[config.mk]
export PLATFORM = sky130hd
export DESIGN_NAME = ogsc_datapath
export DESIGN_NICKNAME = d
export VERILOG_FILES = /design/src/rtl/ogsc_datapath.sv
export SDC_FILE = /design/constraint.sdc
export NUM_CORES = 1
export LEC_CHECK = 0
export CAP_MARGIN = 0
export CORE_MARGIN = 4
export CORE_UTILIZATION = 59
export CTS_BUF_LIST = sky130_fd_sc_hd__clkbuf_4 sky130_fd_sc_hd__clkbuf_8
export DETAILED_ROUTE_END_ITERATION = 7
export PLACE_DENSITY = 0.86
export SETUP_SLACK_MARGIN = 0.02
export SYNTH_ARGS = -nofsm -noshare
export SYNTH_HDL_FRONTEND = slang
export SYNTH_SLANG_ARGS = --single-unit
export TNS_END_PERCENT = 5
[constraint.sdc]
create_clock -name clk -period 8.5 [get_ports clk]
set_clock_uncertainty 0.1 [all_clocks]
set_input_delay 1.275 -clock clk [delete_from_list [all_inputs] [get_ports clk]]
set_output_delay 1.275 -clock clk [all_outputs]
set_load 0.01 [all_outputs]
[src/rtl/ogsc_datapath.sv]
// Datapath end of the ogsc control interface: three-operand add/subtract
// sequence driven by the controller's control word, with a valid/ready result port.
module ogsc_datapath #(
  parameter int W = 8
) (
  input  logic         clk,
  input  logic         rst,
  input  logic         e,
  input  logic         m,
  input  logic         s0,
  input  logic         s1,
  input  logic         s2,
  input  logic         done,
  input  logic [W-1:0] din,
  input  logic         result_ready,
  output logic [W-1:0] result,
  output logic         result_valid,
  output logic         ovf,
  output logic         seq_err,
  output logic         overrun,
  output logic [1:0]   step
);

  localparam logic [1:0] IDLE  = 2'b00;
  localparam logic [1:0] GOT_A = 2'b01;
  localparam logic [1:0] GOT_B = 2'b10;
  localparam logic [1:0] GOT_C = 2'b11;

  localparam logic [2:0] OP_NONE = 3'd0;
  localparam logic [2:0] OP_A    = 3'd1;
  localparam logic [2:0] OP_B    = 3'd2;
  localparam logic [2:0] OP_C    = 3'd3;
  localparam logic [2:0] OP_F    = 3'd4;
  localparam logic [2:0] OP_ILL  = 3'd5;

  // Two's complement overflow of lhs +/- rhs given the wrapped result.
  function automatic logic signed_ovf(input logic [W-1:0] lhs, input logic [W-1:0] rhs,
                                      input logic [W-1:0] res, input logic is_add);
    logic same_sign;
    same_sign = (lhs[W-1] == rhs[W-1]);
    if (is_add) begin
      signed_ovf = same_sign && (res[W-1] != lhs[W-1]);
    end else begin
      signed_ovf = !same_sign && (res[W-1] != lhs[W-1]);
    end
  endfunction

  logic [W-1:0] op_a;
  logic [W-1:0] acc;
  logic [2:0]   op;
  logic [2:0]   cmd;
  logic [W-1:0] lhs;
  logic [W-1:0] sum;
  logic         ovf_now;
  logic         publish;

  // Decode the control word; flags above the lowest 0 are don't-care.
  always_comb begin
    op = OP_NONE;
    if (!e) begin
      op = OP_NONE;
    end else if (done && !(s0 && s1 && s2)) begin
      op = OP_ILL;
    end else if (!s0) begin
      op = OP_A;
    end else if (!s1) begin
      op = OP_B;
    end else if (!s2) begin
      op = OP_C;
    end else if (done) begin
      op = OP_F;
    end else begin
      op = OP_ILL;
    end
  end

  // Demote legal steps arriving in the wrong sequencer state to errors.
  always_comb begin
    cmd = op;
    case (op)
      OP_B:    cmd = (step == GOT_A) ? OP_B : OP_ILL;
      OP_C:    cmd = (step == GOT_B) ? OP_C : OP_ILL;
      OP_F:    cmd = (step == GOT_C) ? OP_F : OP_ILL;
      default: cmd = op;
    endcase
  end

  // Shared adder/subtractor: B works from A, C from the accumulator.
  always_comb begin
    lhs     = (cmd == OP_B) ? op_a : acc;
    sum     = m ? (lhs + din) : (lhs - din);
    ovf_now = signed_ovf(lhs, din, sum, m);
    publish = (cmd == OP_F) && (!result_valid || result_ready);
  end

  // Sequencer, accumulator and status registers.
  always_ff @(posedge clk or posedge rst) begin
    if (rst) begin
      op_a         <= '0;
      acc          <= '0;
      result       <= '0;
      result_valid <= 1'b0;
      ovf          <= 1'b0;
      seq_err      <= 1'b0;
      overrun      <= 1'b0;
      step         <= IDLE;
    end else begin
      case (cmd)
        OP_A: begin
          op_a    <= din;
          acc     <= din;
          ovf     <= 1'b0;
          seq_err <= 1'b0;
          step    <= GOT_A;
        end
        OP_B: begin
          acc  <= sum;
          ovf  <= ovf | ovf_now;
          step <= GOT_B;
        end
        OP_C: begin
          acc  <= sum;
          ovf  <= ovf | ovf_now;
          step <= GOT_C;
        end
        OP_F: begin
          step <= IDLE;
          if (!publish) begin
            overrun <= 1'b1;
          end
        end
        OP_ILL:  seq_err <= 1'b1;
        default: ;
      endcase
      // The consumer handshake runs regardless of e so an accepted result is never re-presented.
      if (publish) begin
        result       <= acc;
        result_valid <= 1'b1;
      end else if (result_valid && result_ready) begin
        result_valid <= 1'b0;
      end
    end
  end

endmodule

==> flow_summary_export.csv <==
group,metric,value,unit
yosys,yosys_warnings,0,
sta,max_slew_margin,24.9,%
yosys,ys_seq_area_share,41.7,%
detailed_routing,drt_wl_total,4.10,mm
sta,timing.final.setup_violations,0,
grt,globalRoute.totalOverflow,0,
grt,first_global_vias,1541,
clock_tree,cts_resized,0,
grt,grt-busiest-layer,"met2",
power_and_ir_drop,power-per-cell-area,189,nW/um^2
power_and_ir_drop,ir_worst_vdd,0.121,mV
place,hpwl,3.06,mm
status,outcome,"finished, final reports clean",
power_and_ir_drop,design_power,0.411,mW
yosys,synth_enable_flop_cells,0,
cells_and_area,final-seq-area,751,um^2
place,place.gp.congestion,0.917,
yosys,netlist_instances,182,
detailed_routing,num_vias,1501,
die,total_die_area,4000,um^2
cells_and_area,n_fill_cell,205,
clock_tree,post_cts_hold_buffer_count,0,
detailed_routing,detailedRoute.firstPassIterationCount,4,
critical_path,timing.critical_path.from_type,"input pin",
grt,grt_max_degree,31,
place,numPortBuffers,30,
detailed_routing,drt_iter0_drc,96,
critical_path,ff2ff_setup_slack,5.11,ns
yosys,post_synth_instance_area,1800,um^2
sta,rsz0062_at_grt,"false",
detailed_routing,drtAntennaViolNets,0,
grt,number_of_antenna_violations_at_the_first_check_in_global_routing,0,
die,core_region_area,2830,um^2
hold_path,min_path_type,"reg -> reg",
yosys,synthDominantAreaCellType,"dfrtp_1",
cells_and_area,finish.utilization,76.9,%
grt,grt_pass1_wl,7.11,mm
critical_path,crit_fanout,8,
sta,worst_tran_pin_value,1.13,ns
job,cap_viol_max_count,0,
die,floorplan.initialDensity,63.6,%
die,die_h,63.2,um
die,std_cell_rows,19,
power_and_ir_drop,power.leakage,1.02,nW
yosys,synthDominantCellAreaShare,41.7,%
yosys,ys_ff_latch,30,
detailed_routing,drc_errors,0,
grt,global_route.usage.met3,5.15,%
cells_and_area,net_total_in_the_final_layout,242,
clock_tree,clockBufferDepth,2,
sta,final.period_utilization,51.3,%
clock_tree,post-cts-setup-buffers,0,
critical_path,required,8.65,ns
grt,globalRouteTotalUtil,23.1,%
detailed_routing,drt-wirelength-per-cell,16.5,um
sta,setup_total_negative_slack,0,ns
cells_and_area,area_delta_synth_final,20.8,%
sta,achievable_clock_frequency,0.230,GHz
detailed_routing,viasPerCell,6.05,
clock_tree,htreeDepth,2,
critical_path,timing.critical_path.to_type,"flip-flop",
sta,finalWorstPathRequiredPeriod,4.36,ns
clock_tree,cts_inserted_buffers,5,
yosys,dominantRegCellSynth,"dfrtp_1",
yosys,syn_nets,208,
yosys,async_set_or_reset_register_ratio_after_synthesis,100,%
yosys,synthTopCellsByArea,"dfrtp_1 (42%), mux2_2 (10%), nand2_1 (5.8%), ha_1 (5.6%), xnor2_1 (3.9%)",
sta,timing.final.hold_violations,0,
yosys,synthMostInstantiatedCell,"dfrtp_1",
yosys,post_synth.cell_area_avg,9.89,um^2
critical_path,criticalPathCategory,"in -> reg",
cells_and_area,final_layout_size_suffix_gt1_share,13.8,%
grt,gr-usage-met2,38.7,%
die,ioPinCount,31,
cells_and_area,antennaDiodeCount,0,
sta,timing_max_transition_violations_final,0,
sta,whs,0.392,ns
grt,met1_track_utilization_from_global_routing,26.9,%
clock_tree,clk_root_buffer_cell,"clkbuf_4",
clock_tree,clk_transition_reported_paths,0.09,ns
clock_tree,clkLatencyLatePin,0.33,ns
critical_path,critPathArrivalTime,4.51,ns
yosys,synth.distinct_cells,36,
die,die_width,63.2,um
cells_and_area,multiInputGateArea,963,um^2
clock_tree,numClockSinks,30,
yosys,yosys-top-cells-count,"dfrtp_1 (30), nand2_1 (28), mux2_2 (16), inv_1 (13), nor2_1 (12)",
clock_tree,tritoncts,"built",
[critical path, cell delays in order]
cell	delay, ns
clkdlybuf4s50_1	0.44
or3b_4	0.44
nor3_4	0.38
mux2_2	0.40
ha_1	0.21
inv_1	0.07
fa_1	0.21
nor2b_1	0.06
o21ai_0	0.25
a21boi_0	0.20
o21a_1	0.22
o21a_1	0.17
o31ai_1	0.18
[state kept, by name, summed over array words and instances (netlist names)]
name and flops:
result 8, seq_err 1, acc 8, step 2
result_valid 1, op_a 8, overrun 1, ovf 1
[routing by layer]
metal	vias to the layer above	wire length, um
li1	703	-
met1	728	1640
met2	54	2020
met3	16	283
met4	0	157
met5	-	0
[cell families after synthesis]
group | after synthesis | share of synthesized area [%]
XOR/XNOR | 13 | 6.32
flip-flops | 30 | 41.7
buffers and inverters | 17 | 4.79
AND/OR/NAND/NOR | 61 | 17.0
AO/OA/AOI/OAI | 35 | 13.0
multiplexers | 17 | 10.6
adder cells (fa/ha/maj) | 9 | 6.67
[through the flow]
stage	instance area, um^2	setup WS, ns	instances
5_1_grt	2170	3.98	248
3_3_place_gp	2110	3.92	240
6_report	2170	4.14	248
3_5_place_dp	2110	3.86	240
2_1_floorplan	1800	4.70	182
4_1_cts	2170	4.19	248
[power by group]
| group | internal, mW | switching (mW) | total, mW |
|---|---|---|---|
| registers | 0.163 | 0.0143 | 0.178 |
| logic | 0.0723 | 0.0702 | 0.142 |
| clock network | 0.0432 | 0.0477 | 0.0909 |
| total | 0.279 | 0.132 | 0.411 |
[layout by cell type (no fill, tap or decap), drive strengths merged, types with 3 or more instances in the layout]
master          n
nor3            7
dfrtp          30
o211ai          3
clkdlybuf4s50  30
a21oi           5
o21ai           8
clkbuf          7
nor2           12
nand2          28
xnor2           8
ha              8
o21a            4
nand3           3
nand2b          4
inv            13
mux2           16
xor2            5
a31oi           4
a222oi          3
[final timing paths]
check | from | endpoint | depth (start not counted)
worst min register to register | op_a[5]$_DFFE_PP0P_ | op_a[5]$_DFFE_PP0P_ | 2
worst min-delay path | op_a[5]$_DFFE_PP0P_ | op_a[5]$_DFFE_PP0P_ | 2
worst max-delay path | s1 | acc[6]$_DFFE_PP0P_ | 13
min in group asynchronous | rst | result[7]$_DFFE_PP0P_ | 2
max in group asynchronous | rst | op_a[4]$_DFFE_PP0P_ | 2
worst max register to register | step[1]$_DFFE_PP0P_ | acc[6]$_DFFE_PP0P_ | 12
[area by class of cell]
| type | count | area share [%] |
|---|---|---|
| Timing Repair Buffer | 30 | 13.8 |
| Multi-Input combinational cell | 135 | 44.3 |
| Clock buffer | 7 | 2.70 |
| Sequential cell | 30 | 34.5 |
| Tap cell | 31 | 1.78 |
| Inverter | 14 | 2.65 |
| Clock inverter | 1 | 0.230 |
No activity file was read; power rests on OpenSTA's default activity.
